===== config.mk =====
export PLATFORM = sky130hd
export DESIGN_NAME = alu_issue_encoder_flat
export DESIGN_NICKNAME = d
export VERILOG_FILES = /design/src/rtl/alu_issue_encoder_pkg.sv /design/src/rtl/alu_issue_encoder_if.sv /design/src/rtl/alu_issue_encoder_cmd_decode.sv /design/src/rtl/alu_issue_encoder.sv /design/src/flat_wrapper.sv
export SDC_FILE = /design/constraint.sdc
export NUM_CORES = 1
export LEC_CHECK = 0
export BUFFER_PORTS_ARGS = -buffer_cell sky130_fd_sc_hd__buf_2
export CAP_MARGIN = 10
export CORE_AREA = 8 8 149 151
export CTS_BUF_LIST = sky130_fd_sc_hd__clkbuf_2
export CTS_CLUSTER_DIAMETER = 80
export CTS_CLUSTER_SIZE = 25
export DETAILED_ROUTE_END_ITERATION = 10
export DIE_AREA = 0 0 157 159
export SKIP_LAST_GASP = 1
export SLEW_MARGIN = 10
export SYNTH_ARGS = -nofsm -noshare
export SYNTH_HDL_FRONTEND = slang
export SYNTH_SLANG_ARGS = --single-unit

===== constraint.sdc =====
create_clock -name clk -period 3.8 [get_ports clk]
set_input_delay 0.76 -clock clk [delete_from_list [all_inputs] [get_ports clk]]
set_output_delay 0.76 -clock clk [all_outputs]
set_load 0.01 [all_outputs]

===== src/rtl/alu_issue_encoder_pkg.sv =====
// Shared definitions for the issue-side ALU command encoder: ALU opcodes, MIPS opcode/funct
// constants and the command record carried from decode through the output/skid registers.
package alu_issue_encoder_pkg;

    localparam int DATA_W = 32;
    localparam int CTRL_W = 6;
    localparam int REG_W  = 5;

    localparam logic ENABLE  = 1'b1;
    localparam logic DISABLE = 1'b0;

    // ALU operation codes; the EX-stage ALU decodes exactly these values.
    localparam logic [CTRL_W-1:0] ALUOP_NOP  = 6'd0;
    localparam logic [CTRL_W-1:0] ALUOP_ADD  = 6'd1;
    localparam logic [CTRL_W-1:0] ALUOP_ADDU = 6'd2;
    localparam logic [CTRL_W-1:0] ALUOP_SUB  = 6'd3;
    localparam logic [CTRL_W-1:0] ALUOP_SUBU = 6'd4;
    localparam logic [CTRL_W-1:0] ALUOP_AND  = 6'd5;
    localparam logic [CTRL_W-1:0] ALUOP_OR   = 6'd6;
    localparam logic [CTRL_W-1:0] ALUOP_XOR  = 6'd7;
    localparam logic [CTRL_W-1:0] ALUOP_NOR  = 6'd8;
    localparam logic [CTRL_W-1:0] ALUOP_SLT  = 6'd9;
    localparam logic [CTRL_W-1:0] ALUOP_SLTU = 6'd10;
    localparam logic [CTRL_W-1:0] ALUOP_SLL  = 6'd11;
    localparam logic [CTRL_W-1:0] ALUOP_SRL  = 6'd12;
    localparam logic [CTRL_W-1:0] ALUOP_SRA  = 6'd13;
    localparam logic [CTRL_W-1:0] ALUOP_LUI  = 6'd14;
    localparam logic [CTRL_W-1:0] ALUOP_JUMP = 6'd15;

    localparam logic [5:0] OP_RTYPE = 6'h00;
    localparam logic [5:0] OP_J     = 6'h02;
    localparam logic [5:0] OP_JAL   = 6'h03;
    localparam logic [5:0] OP_ADDI  = 6'h08;
    localparam logic [5:0] OP_ADDIU = 6'h09;
    localparam logic [5:0] OP_SLTI  = 6'h0A;
    localparam logic [5:0] OP_SLTIU = 6'h0B;
    localparam logic [5:0] OP_ANDI  = 6'h0C;
    localparam logic [5:0] OP_ORI   = 6'h0D;
    localparam logic [5:0] OP_XORI  = 6'h0E;
    localparam logic [5:0] OP_LUI   = 6'h0F;

    localparam logic [5:0] FN_SLL  = 6'h00;
    localparam logic [5:0] FN_SRL  = 6'h02;
    localparam logic [5:0] FN_SRA  = 6'h03;
    localparam logic [5:0] FN_SLLV = 6'h04;
    localparam logic [5:0] FN_SRLV = 6'h06;
    localparam logic [5:0] FN_SRAV = 6'h07;
    localparam logic [5:0] FN_ADD  = 6'h20;
    localparam logic [5:0] FN_ADDU = 6'h21;
    localparam logic [5:0] FN_SUB  = 6'h22;
    localparam logic [5:0] FN_SUBU = 6'h23;
    localparam logic [5:0] FN_AND  = 6'h24;
    localparam logic [5:0] FN_OR   = 6'h25;
    localparam logic [5:0] FN_XOR  = 6'h26;
    localparam logic [5:0] FN_NOR  = 6'h27;
    localparam logic [5:0] FN_SLT  = 6'h2A;
    localparam logic [5:0] FN_SLTU = 6'h2B;

    typedef struct packed {
        logic [CTRL_W-1:0] ctrl;
        logic [DATA_W-1:0] src0;
        logic [DATA_W-1:0] src1;
        logic              ov_check;
        logic [REG_W-1:0]  dst;
        logic              illegal;
    } alu_cmd_t;

    localparam alu_cmd_t CMD_IDLE = '{ctrl: ALUOP_NOP, default: '0};

    function automatic logic [DATA_W-1:0] sext16(input logic [15:0] imm);
        return {{(DATA_W-16){imm[15]}}, imm};
    endfunction

endpackage


===== src/rtl/alu_issue_encoder_if.sv =====
// ID-side and EX-side handshake bundle of the issue encoder; slave is the encoder's view.
interface alu_issue_encoder_if;
    import alu_issue_encoder_pkg::*;

    logic              in_valid;
    logic              in_ready;
    logic [31:0]       instr;
    logic [DATA_W-1:0] rs_data;
    logic [DATA_W-1:0] rt_data;
    logic [DATA_W-1:0] pc_plus4;
    logic              flush;
    logic              out_valid;
    logic              out_ready;
    logic [CTRL_W-1:0] alu_control;
    logic [DATA_W-1:0] alu_src0;
    logic [DATA_W-1:0] alu_src1;
    logic              ov_check;
    logic [REG_W-1:0]  dst_reg;
    logic              illegal;

    modport master (
        output in_valid, instr, rs_data, rt_data, pc_plus4, flush, out_ready,
        input  in_ready, out_valid, alu_control, alu_src0, alu_src1, ov_check, dst_reg, illegal
    );

    modport slave (
        input  in_valid, instr, rs_data, rt_data, pc_plus4, flush, out_ready,
        output in_ready, out_valid, alu_control, alu_src0, alu_src1, ov_check, dst_reg, illegal
    );

endinterface


===== src/rtl/alu_issue_encoder_cmd_decode.sv =====
// Combinational MIPS instruction -> ALU command translation. Unknown encodings yield an
// all-zero command with illegal set so they still occupy a pipeline slot.
module alu_cmd_decode
    import alu_issue_encoder_pkg::*;
(
    input  logic [31:0]       i_instr,
    input  logic [DATA_W-1:0] i_rs_data,
    input  logic [DATA_W-1:0] i_rt_data,
    input  logic [DATA_W-1:0] i_pc_plus4,
    output alu_cmd_t          o_cmd
);

    logic [5:0]        w_op;
    logic [5:0]        w_funct;
    logic [CTRL_W-1:0] w_ctrl;
    logic [DATA_W-1:0] w_src0;
    logic [DATA_W-1:0] w_src1;
    logic [REG_W-1:0]  w_dst;
    logic              w_legal;

    assign w_op    = i_instr[31:26];
    assign w_funct = i_instr[5:0];

    always_comb begin
        w_ctrl  = ALUOP_NOP;
        w_src0  = i_rs_data;
        w_src1  = i_rt_data;
        w_dst   = i_instr[15:11];
        w_legal = ENABLE;
        case (w_op)
            OP_RTYPE: begin
                case (w_funct)
                    FN_ADD:  w_ctrl = ALUOP_ADD;
                    FN_ADDU: w_ctrl = ALUOP_ADDU;
                    FN_SUB:  w_ctrl = ALUOP_SUB;
                    FN_SUBU: w_ctrl = ALUOP_SUBU;
                    FN_AND:  w_ctrl = ALUOP_AND;
                    FN_OR:   w_ctrl = ALUOP_OR;
                    FN_XOR:  w_ctrl = ALUOP_XOR;
                    FN_NOR:  w_ctrl = ALUOP_NOR;
                    FN_SLT:  w_ctrl = ALUOP_SLT;
                    FN_SLTU: w_ctrl = ALUOP_SLTU;
                    FN_SLLV: w_ctrl = ALUOP_SLL;
                    FN_SRLV: w_ctrl = ALUOP_SRL;
                    FN_SRAV: w_ctrl = ALUOP_SRA;
                    // Immediate shifts carry the shift amount in src0, like the variable forms.
                    FN_SLL: begin w_ctrl = ALUOP_SLL; w_src0 = {27'b0, i_instr[10:6]}; end
                    FN_SRL: begin w_ctrl = ALUOP_SRL; w_src0 = {27'b0, i_instr[10:6]}; end
                    FN_SRA: begin w_ctrl = ALUOP_SRA; w_src0 = {27'b0, i_instr[10:6]}; end
                    default: w_legal = DISABLE;
                endcase
            end
            OP_J, OP_JAL: begin
                w_ctrl = ALUOP_JUMP;
                w_src0 = i_pc_plus4;
                w_src1 = {4'b0, i_instr[25:0], 2'b00};
                w_dst  = (w_op == OP_JAL) ? 5'd31 : 5'd0;
            end
            OP_ADDI, OP_ADDIU, OP_SLTI, OP_SLTIU, OP_ANDI, OP_ORI, OP_XORI, OP_LUI: begin
                w_dst  = i_instr[20:16];
                w_src1 = sext16(i_instr[15:0]);
                case (w_op)
                    OP_ADDI:  w_ctrl = ALUOP_ADD;
                    OP_ADDIU: w_ctrl = ALUOP_ADDU;
                    OP_SLTI:  w_ctrl = ALUOP_SLT;
                    OP_SLTIU: w_ctrl = ALUOP_SLTU;
                    OP_ANDI: begin w_ctrl = ALUOP_AND; w_src1 = {16'b0, i_instr[15:0]}; end
                    OP_ORI:  begin w_ctrl = ALUOP_OR;  w_src1 = {16'b0, i_instr[15:0]}; end
                    OP_XORI: begin w_ctrl = ALUOP_XOR; w_src1 = {16'b0, i_instr[15:0]}; end
                    default: begin w_ctrl = ALUOP_LUI; w_src1 = {16'b0, i_instr[15:0]}; end
                endcase
            end
            default: w_legal = DISABLE;
        endcase
    end

    always_comb begin
        o_cmd = CMD_IDLE;
        if (w_legal) begin
            o_cmd.ctrl     = w_ctrl;
            o_cmd.src0     = w_src0;
            o_cmd.src1     = w_src1;
            o_cmd.ov_check = (w_ctrl == ALUOP_ADD) || (w_ctrl == ALUOP_SUB);
            o_cmd.dst      = w_dst;
        end else begin
            o_cmd.illegal  = ENABLE;
        end
    end

endmodule


===== src/rtl/alu_issue_encoder.sv =====
// ID/EX issue stage: decodes the incoming instruction and holds the resulting ALU command in an
// output register backed by a one-entry skid buffer so EX back-pressure never loses an entry.
module alu_issue_encoder
    import alu_issue_encoder_pkg::*;
(
    input  logic                clk,
    input  logic                reset,
    alu_issue_encoder_if.slave  bus
);

    alu_cmd_t w_new_cmd;
    alu_cmd_t r_out_cmd;
    alu_cmd_t r_skid_cmd;
    logic     r_out_valid;
    logic     r_skid_valid;
    logic     w_accept;
    logic     w_out_free;

    alu_cmd_decode u_decode (
        .i_instr    (bus.instr),
        .i_rs_data  (bus.rs_data),
        .i_rt_data  (bus.rt_data),
        .i_pc_plus4 (bus.pc_plus4),
        .o_cmd      (w_new_cmd)
    );

    // A flush cycle swallows any instruction offered alongside it.
    assign w_accept   = bus.in_valid & ~r_skid_valid & ~bus.flush;
    assign w_out_free = ~r_out_valid | bus.out_ready;

    always_ff @(posedge clk or negedge reset) begin
        if (!reset) begin
            r_out_valid  <= 1'b0;
            r_skid_valid <= 1'b0;
            r_out_cmd    <= CMD_IDLE;
            r_skid_cmd   <= CMD_IDLE;
        end else if (bus.flush) begin
            r_out_valid  <= 1'b0;
            r_skid_valid <= 1'b0;
        end else if (w_out_free) begin
            // in_ready is low while the skid holds an entry, so no accept competes with it here.
            if (r_skid_valid) begin
                r_out_cmd    <= r_skid_cmd;
                r_out_valid  <= 1'b1;
                r_skid_valid <= 1'b0;
            end else begin
                r_out_valid <= w_accept;
                if (w_accept) begin
                    r_out_cmd <= w_new_cmd;
                end
            end
        end else if (w_accept) begin
            r_skid_cmd   <= w_new_cmd;
            r_skid_valid <= 1'b1;
        end
    end

    assign bus.in_ready    = ~r_skid_valid;
    assign bus.out_valid   = r_out_valid;
    assign bus.alu_control = r_out_cmd.ctrl;
    assign bus.alu_src0    = r_out_cmd.src0;
    assign bus.alu_src1    = r_out_cmd.src1;
    assign bus.ov_check    = r_out_cmd.ov_check;
    assign bus.dst_reg     = r_out_cmd.dst;
    assign bus.illegal     = r_out_cmd.illegal;

endmodule


===== src/flat_wrapper.sv =====
// flat-port wrapper written by rule: the top's interface ports become plain ports
module alu_issue_encoder_flat import alu_issue_encoder_pkg::*;
  (clk, reset, bus_in_valid, bus_instr, bus_rs_data, bus_rt_data, bus_pc_plus4, bus_flush, bus_out_ready, bus_in_ready, bus_out_valid, bus_alu_control, bus_alu_src0, bus_alu_src1, bus_ov_check, bus_dst_reg, bus_illegal);
  alu_issue_encoder_if bus_i ();
  input  logic clk;
  input  logic reset;
  input wire logic [$bits(bus_i.in_valid)-1:0] bus_in_valid;
  input wire logic [$bits(bus_i.instr)-1:0] bus_instr;
  input wire logic [$bits(bus_i.rs_data)-1:0] bus_rs_data;
  input wire logic [$bits(bus_i.rt_data)-1:0] bus_rt_data;
  input wire logic [$bits(bus_i.pc_plus4)-1:0] bus_pc_plus4;
  input wire logic [$bits(bus_i.flush)-1:0] bus_flush;
  input wire logic [$bits(bus_i.out_ready)-1:0] bus_out_ready;
  output wire logic [$bits(bus_i.in_ready)-1:0] bus_in_ready;
  output wire logic [$bits(bus_i.out_valid)-1:0] bus_out_valid;
  output wire logic [$bits(bus_i.alu_control)-1:0] bus_alu_control;
  output wire logic [$bits(bus_i.alu_src0)-1:0] bus_alu_src0;
  output wire logic [$bits(bus_i.alu_src1)-1:0] bus_alu_src1;
  output wire logic [$bits(bus_i.ov_check)-1:0] bus_ov_check;
  output wire logic [$bits(bus_i.dst_reg)-1:0] bus_dst_reg;
  output wire logic [$bits(bus_i.illegal)-1:0] bus_illegal;
  assign bus_i.in_valid = bus_in_valid;
  assign bus_i.instr = bus_instr;
  assign bus_i.rs_data = bus_rs_data;
  assign bus_i.rt_data = bus_rt_data;
  assign bus_i.pc_plus4 = bus_pc_plus4;
  assign bus_i.flush = bus_flush;
  assign bus_i.out_ready = bus_out_ready;
  assign bus_in_ready = bus_i.in_ready;
  assign bus_out_valid = bus_i.out_valid;
  assign bus_alu_control = bus_i.alu_control;
  assign bus_alu_src0 = bus_i.alu_src0;
  assign bus_alu_src1 = bus_i.alu_src1;
  assign bus_ov_check = bus_i.ov_check;
  assign bus_dst_reg = bus_i.dst_reg;
  assign bus_illegal = bus_i.illegal;
  alu_issue_encoder u_core (.clk(clk), .reset(reset), .bus(bus_i));
endmodule

After elaboration in Yosys (flattened, before gate mapping):

Index checks and enable logic that the tools add are counted.

* register bits after elaboration: 156
* input bits: 133
* logic and storage cells: 86

* equality and inequality tests: 27
* mux-type cells: 21
* bitwise gates (word level): 7
* reductions and logical operators: 17

Operators by type and width (number)
* $mux W77: 2
* $pmux W32 S2: 2
* $mux W76: 1
* $mux W32: 2
* $eq A6 B6 Y1 const B: 10
* $pmux W4 S13: 1
* $eq A6 B4 Y1 const B: 8
* $eq A6 B2 Y1 const B: 5
* $pmux W4 S7: 1
* $eq A6 B3 Y1 const B: 3
* $reduce_or A16 Y1: 1
* $logic_not A6 Y1: 2
* $pmux W4 S3: 1
* $pmux W5 S2: 1
* $reduce_or A10 Y1: 1
* $mux W1: 8
* $reduce_or A2 Y1: 4
* $reduce_or A8 Y1: 1
* $eq A6 B1 Y1 const B: 1
* $reduce_and A3 Y1: 2
* $mux W5: 1
* $not A1 Y1: 4
* $reduce_bool A2 Y1: 2
* $reduce_or A4 Y1: 1
* 6 further kinds: 7

Logic depth before layout (Yosys ltp):

* depth in word-level cells: 9
* gate-level depth with buffers: 8
* mapped depth without buffers: 5

Hierarchy:

A second synthesis with hierarchy kept.

* cells, all modules: 673
* area, all modules: 8453.1 µm²

By module, submodules not included
* alu_issue_encoder: times used 1, cells an instance 421, area each 6986.7 µm²
* alu_cmd_decode: times used 1, cells an instance 252, area each 1466.4 µm²

Worst setup path before layout:

No wires, ideal clock.

* path kind: input to register
* start point: input bus_instr[28]
* end point: register u_core.r_skid_cmd[14] (netlist name)
* setup time: 0.096 ns
* data arrival time: 2.283 ns
* required time: 3.704 ns
* path slack: 1.422 ns
* stages: 7
* path buffers: 3
* cell sequence: buf_2 -> or4_4 -> nor2_8 -> a41oi_2 -> buf_6 -> buf_6 -> o31ai_1

* longest elaborated chain between the ends: 4
* elaborated cells on any way between the ends: 17

RTL lines
* from (decl): line flat_wrapper.sv:8 `input wire logic [$bits(bus_i.instr)-1:0] bus_instr;`
* $eq A6 B2 Y1 / $eq A6 B4 Y1 (equally long branches): line alu_issue_encoder_cmd_decode.sv:30 `case (w_op)`
* $reduce_or A10 Y1 (no line) (tied with other cells)
* $pmux W1 S2 / $pmux W32 S2 (equally long branches): line alu_issue_encoder_cmd_decode.sv:30
* $mux W76 *: line alu_issue_encoder_cmd_decode.sv:79 `if (w_legal) begin`
* to (signal assigned): line alu_issue_encoder.sv:53 `r_skid_cmd <= w_new_cmd;`
* to (decl): line alu_issue_encoder.sv:13 `alu_cmd_t r_skid_cmd;`

Every way passes the cells marked *; elsewhere a longest branch is shown, timed or not.
A chain may end at the register's enable or synchronous reset.

Final worst setup path:

* start point: register u_core.r_skid_valid
* end point: output bus_in_ready

* longest elaborated chain between the ends: 1

RTL lines
* from (decl): line alu_issue_encoder.sv:15 `logic r_skid_valid;`
* from (signal assigned): line alu_issue_encoder.sv:34 `r_skid_valid <= 1'b0;`
* from (signal assigned): line alu_issue_encoder.sv:39 `r_skid_valid <= 1'b0;`
* from (signal assigned): line alu_issue_encoder.sv:45 `r_skid_valid <= 1'b0;`
* $not A1 Y1: line alu_issue_encoder.sv:58 `assign bus.in_ready = ~r_skid_valid;`
* to (decl): line flat_wrapper.sv:14 `output wire logic [$bits(bus_i.in_ready)-1:0] bus_in_ready;`

Every way passes these cells.

==> impl_metrics.py <==
metrics = {
    "power_and_ir_drop": {
        "p_total_mw": 3.295,
        "p_leak_nw": 4.592,
        "peakVddDrop_v": 0.0001592,
        "powerDensity_nw_per_um2": 358.3,
    },
    "global_routing": {
        "grt_antenna_before_repair": 4,
        "grt_pass1_wl_um": 41560,
        "grt_remaining_overflow": 0,
        "grt_usage_pct": 21.12,
        "grt_max_degree": 78,
        "grt_pass1_vias": 7172,
    },
    "timing": {
        "min_period_ns": 2.601,
        "rsz0062_at_grt": "no",
        "fin_ws_ns": 1.199,
        "final_hold_viol_count": 0,
        "fin_crit_sh_pct": 68.46,
        "final.setup_skew_ns": 0.02906,
        "max_freq_mhz": 384.4,
        "tns_ns": 0,
        "worst_pin_slew_ns": 0.8700,
        "drv_slew": 0,
        "finalSetupViolCount": 0,
        "max_slew_margin_pct": 42.00,
        "hold_slack_ns": 0.2408,
    },
    "worst_setup_path": {
        "regToRegSetupSlack_ns": 1.37,
        "start_kind": "register",
        "required_ns": 3.04,
        "worstPathArrival_ns": 1.84,
        "worst_setup_path_end_kind": "primary output",
        "r2r_end": "u_core.bus.alu_src1[20]",
        "path_class": "reg2out",
        "worstRegToRegCells": 6,
        "reg2reg_from": "u_core.r_skid_valid",
        "critPathMaxFanout": 30,
    },
    "route": {
        "drc": 0,
        "detail_route.vias_per_cell": 5.606,
        "routedWlPerCell_um": 20.56,
        "drt-initial-drc-count": 631,
        "wl_um": 26830,
        "postRouteAntennaNets": 0,
        "via_count": 7316,
        "firstDrtPassIters": 7,
    },
    "die": {
        "die_height_um": 159,
        "core_sq_um": 19840,
        "rows": 52,
        "chipWidth_um": 157,
        "start_util_pct": 38.95,
        "dieArea_sq_um": 24960,
        "io_pins": 212,
    },
    "min_path": {
        "hold_class": "in2reg",
        "hold_depth": 2,
        "worstHoldEndpoint": "u_core.bus.out_valid",
        "holdCritStartpoint": "bus_flush",
    },
    "place": {
        "post-place-ws_ns": 0.7897,
        "dp.cells": 1272,
        "hpwl_um": 18430,
        "portBuffers": 209,
        "placed_area_sq_um": 8985,
        "gp_congestion": 0.8149,
    },
    "cts": {
        "cts_sinks": 152,
        "cts_hold_buf": 1,
        "cts_resized": 0,
        "cts_tree": "yes",
        "cts-buffers-inserted": 17,
        "root_buffer": "clkbuf_2",
        "post_cts_buffers": 0,
        "htreeDepth": 4,
        "cts_buffer_depth": 2,
        "clk_latency_ns": 0.72,
        "clkTransAtPathRegs_ns": 0.21,
    },
    "finish": {
        "area_growth_pct": 18.97,
        "layout-drive-gt1-share_pct": 27.76,
        "final_nets": 1155,
        "top_register": "u_core.r_skid_cmd",
        "finish.instance_area_sq_um": 9196,
        "n_fill_cell": 1993,
        "largest_register_ffs": 75,
        "instances_no_fill": 1305,
        "fin_util_pct": 46.34,
    },
    "yosys": {
        "synthCells": 855,
        "syn_avg_cell_area_sq_um": 9.041,
        "ys_types": 53,
        "ys_seq_area_share_pct": 49.21,
        "synth_edf_count": 0,
        "yosys_most_used_dff": "dfrtp_1",
        "yosys_warnings": 0,
        "netlist_area_sq_um": 7730,
        "ys_ff_latch": 152,
        "synthArstFlopShare_pct": 100.0,
    },
    "job": {
        "max_cap_viol_count": 0,
    },
    "status": {
        "outcome": "finished, final reports clean",
    },
}
## critical path, stage by stage, from the launching register on
cell,delay [ns]
dfrtp_2,0.74
inv_1,0.20
buf_2,0.20
## cell usage after synthesis, types with 3 or more instances
cell	instances	share of area [%]
buf_4	4	0.39
and3_1	53	4.3
nand3_1	4	0.26
a32o_1	5	0.65
a22oi_1	7	0.68
and2_1	28	2.3
clkbuf_1	61	3.0
dfrtp_1	152	49
nor3_1	20	1.3
o22ai_1	26	2.1
o31ai_1	23	2.2
o21ai_0	105	6.8
a31oi_1	4	0.32
a222oi_1	15	1.9
o21ai_1	30	1.9
a21oi_1	101	6.5
nand2_1	76	3.7
buf_2	15	0.97
buf_1	3	0.15
nand2b_1	3	0.24
or3_1	4	0.32
a211o_1	14	1.6
nor2b_1	5	0.40
mux2_2	10	1.5
a221o_1	10	1.3
inv_1	5	0.24
nor2_1	40	1.9
o21a_1	3	0.29
## logic make-up after synthesis
family | Yosys count | synth area share (%)
AND/OR/NAND/NOR | 246 | 16.27
XOR/XNOR | 1 | 0.1133
flip-flops | 152 | 49.21
AO/OA/AOI/OAI | 355 | 27.91
other | 1 | 0.04851
multiplexers | 10 | 1.457
buffers and inverters | 90 | 5.002
## where the power goes
part           switching [mW]  internal, mW  leakage, nW
Sequential             0.0785          1.76         2.04
Clock                   0.591         0.234        0.126
Combinational           0.388         0.244         2.43
## worst max-delay path by stage
stage | start | end | slack, ns | cells past startpoint
floorplan | bus_instr[28] | u_core.r_skid_cmd[14] | 1.42 | 7
global placement | bus_instr[28] | u_core.bus.alu_src1[9] | 0.84 | 8
detailed placement | bus_instr[28] | u_core.bus.alu_src1[13] | 0.79 | 8
CTS | u_core.r_skid_valid | bus_in_ready | 1.14 | 2
global route | u_core.r_skid_valid | bus_in_ready | 1.05 | 2
finish | u_core.r_skid_valid | bus_in_ready | 1.20 | 2
## cell usage in the layout (no fill, tap or decap), drive strengths merged, types with 2 or more instances in the layout
cell and instances:
a31oi 4, nor2 42, dfrtp 152, inv 6, nor3 20, buf 231, clkinvlp 3, nand2 76
o21ai 135, nand3b 2, or3 4, nand2b 3, o22ai 26, clkinv 7, a32o 5, and2 29
o21a 3, nor2b 5, a211o 14, a211oi 3, conb 2, clkbuf 19, a22oi 7, a221o 10
or3b 2, mux2 10, o31ai 23, and3 53, nand3 4, a222oi 15, a21oi 101
## area by class of cell
type | instances | area, sq um | area share [%]
diodes | 1 | 2.502 | 0.02721
clock buffers | 19 | 95.09 | 1.034
clock inverters | 12 | 103.9 | 1.129
inverters | 5 | 18.77 | 0.2041
multi-input cells | 614 | 3581 | 38.94
flip-flops and latches | 152 | 3805 | 41.37
well taps | 270 | 337.8 | 3.673
repair buffers | 232 | 1252 | 13.62
## layer usage
| metal | track usage, % | up-vias | wire [um] |
|---|---|---|---|
| li1 | - | 3462 | - |
| met3 | 6.216 | 18 | 2521 |
| met5 | 0 | - | 34 |
| met2 | 31.94 | 322 | 12050 |
| met1 | 29.43 | 3508 | 11990 |
| met4 | 4.240 | 6 | 229 |
Note: power is estimated with default switching activity, not from simulation.
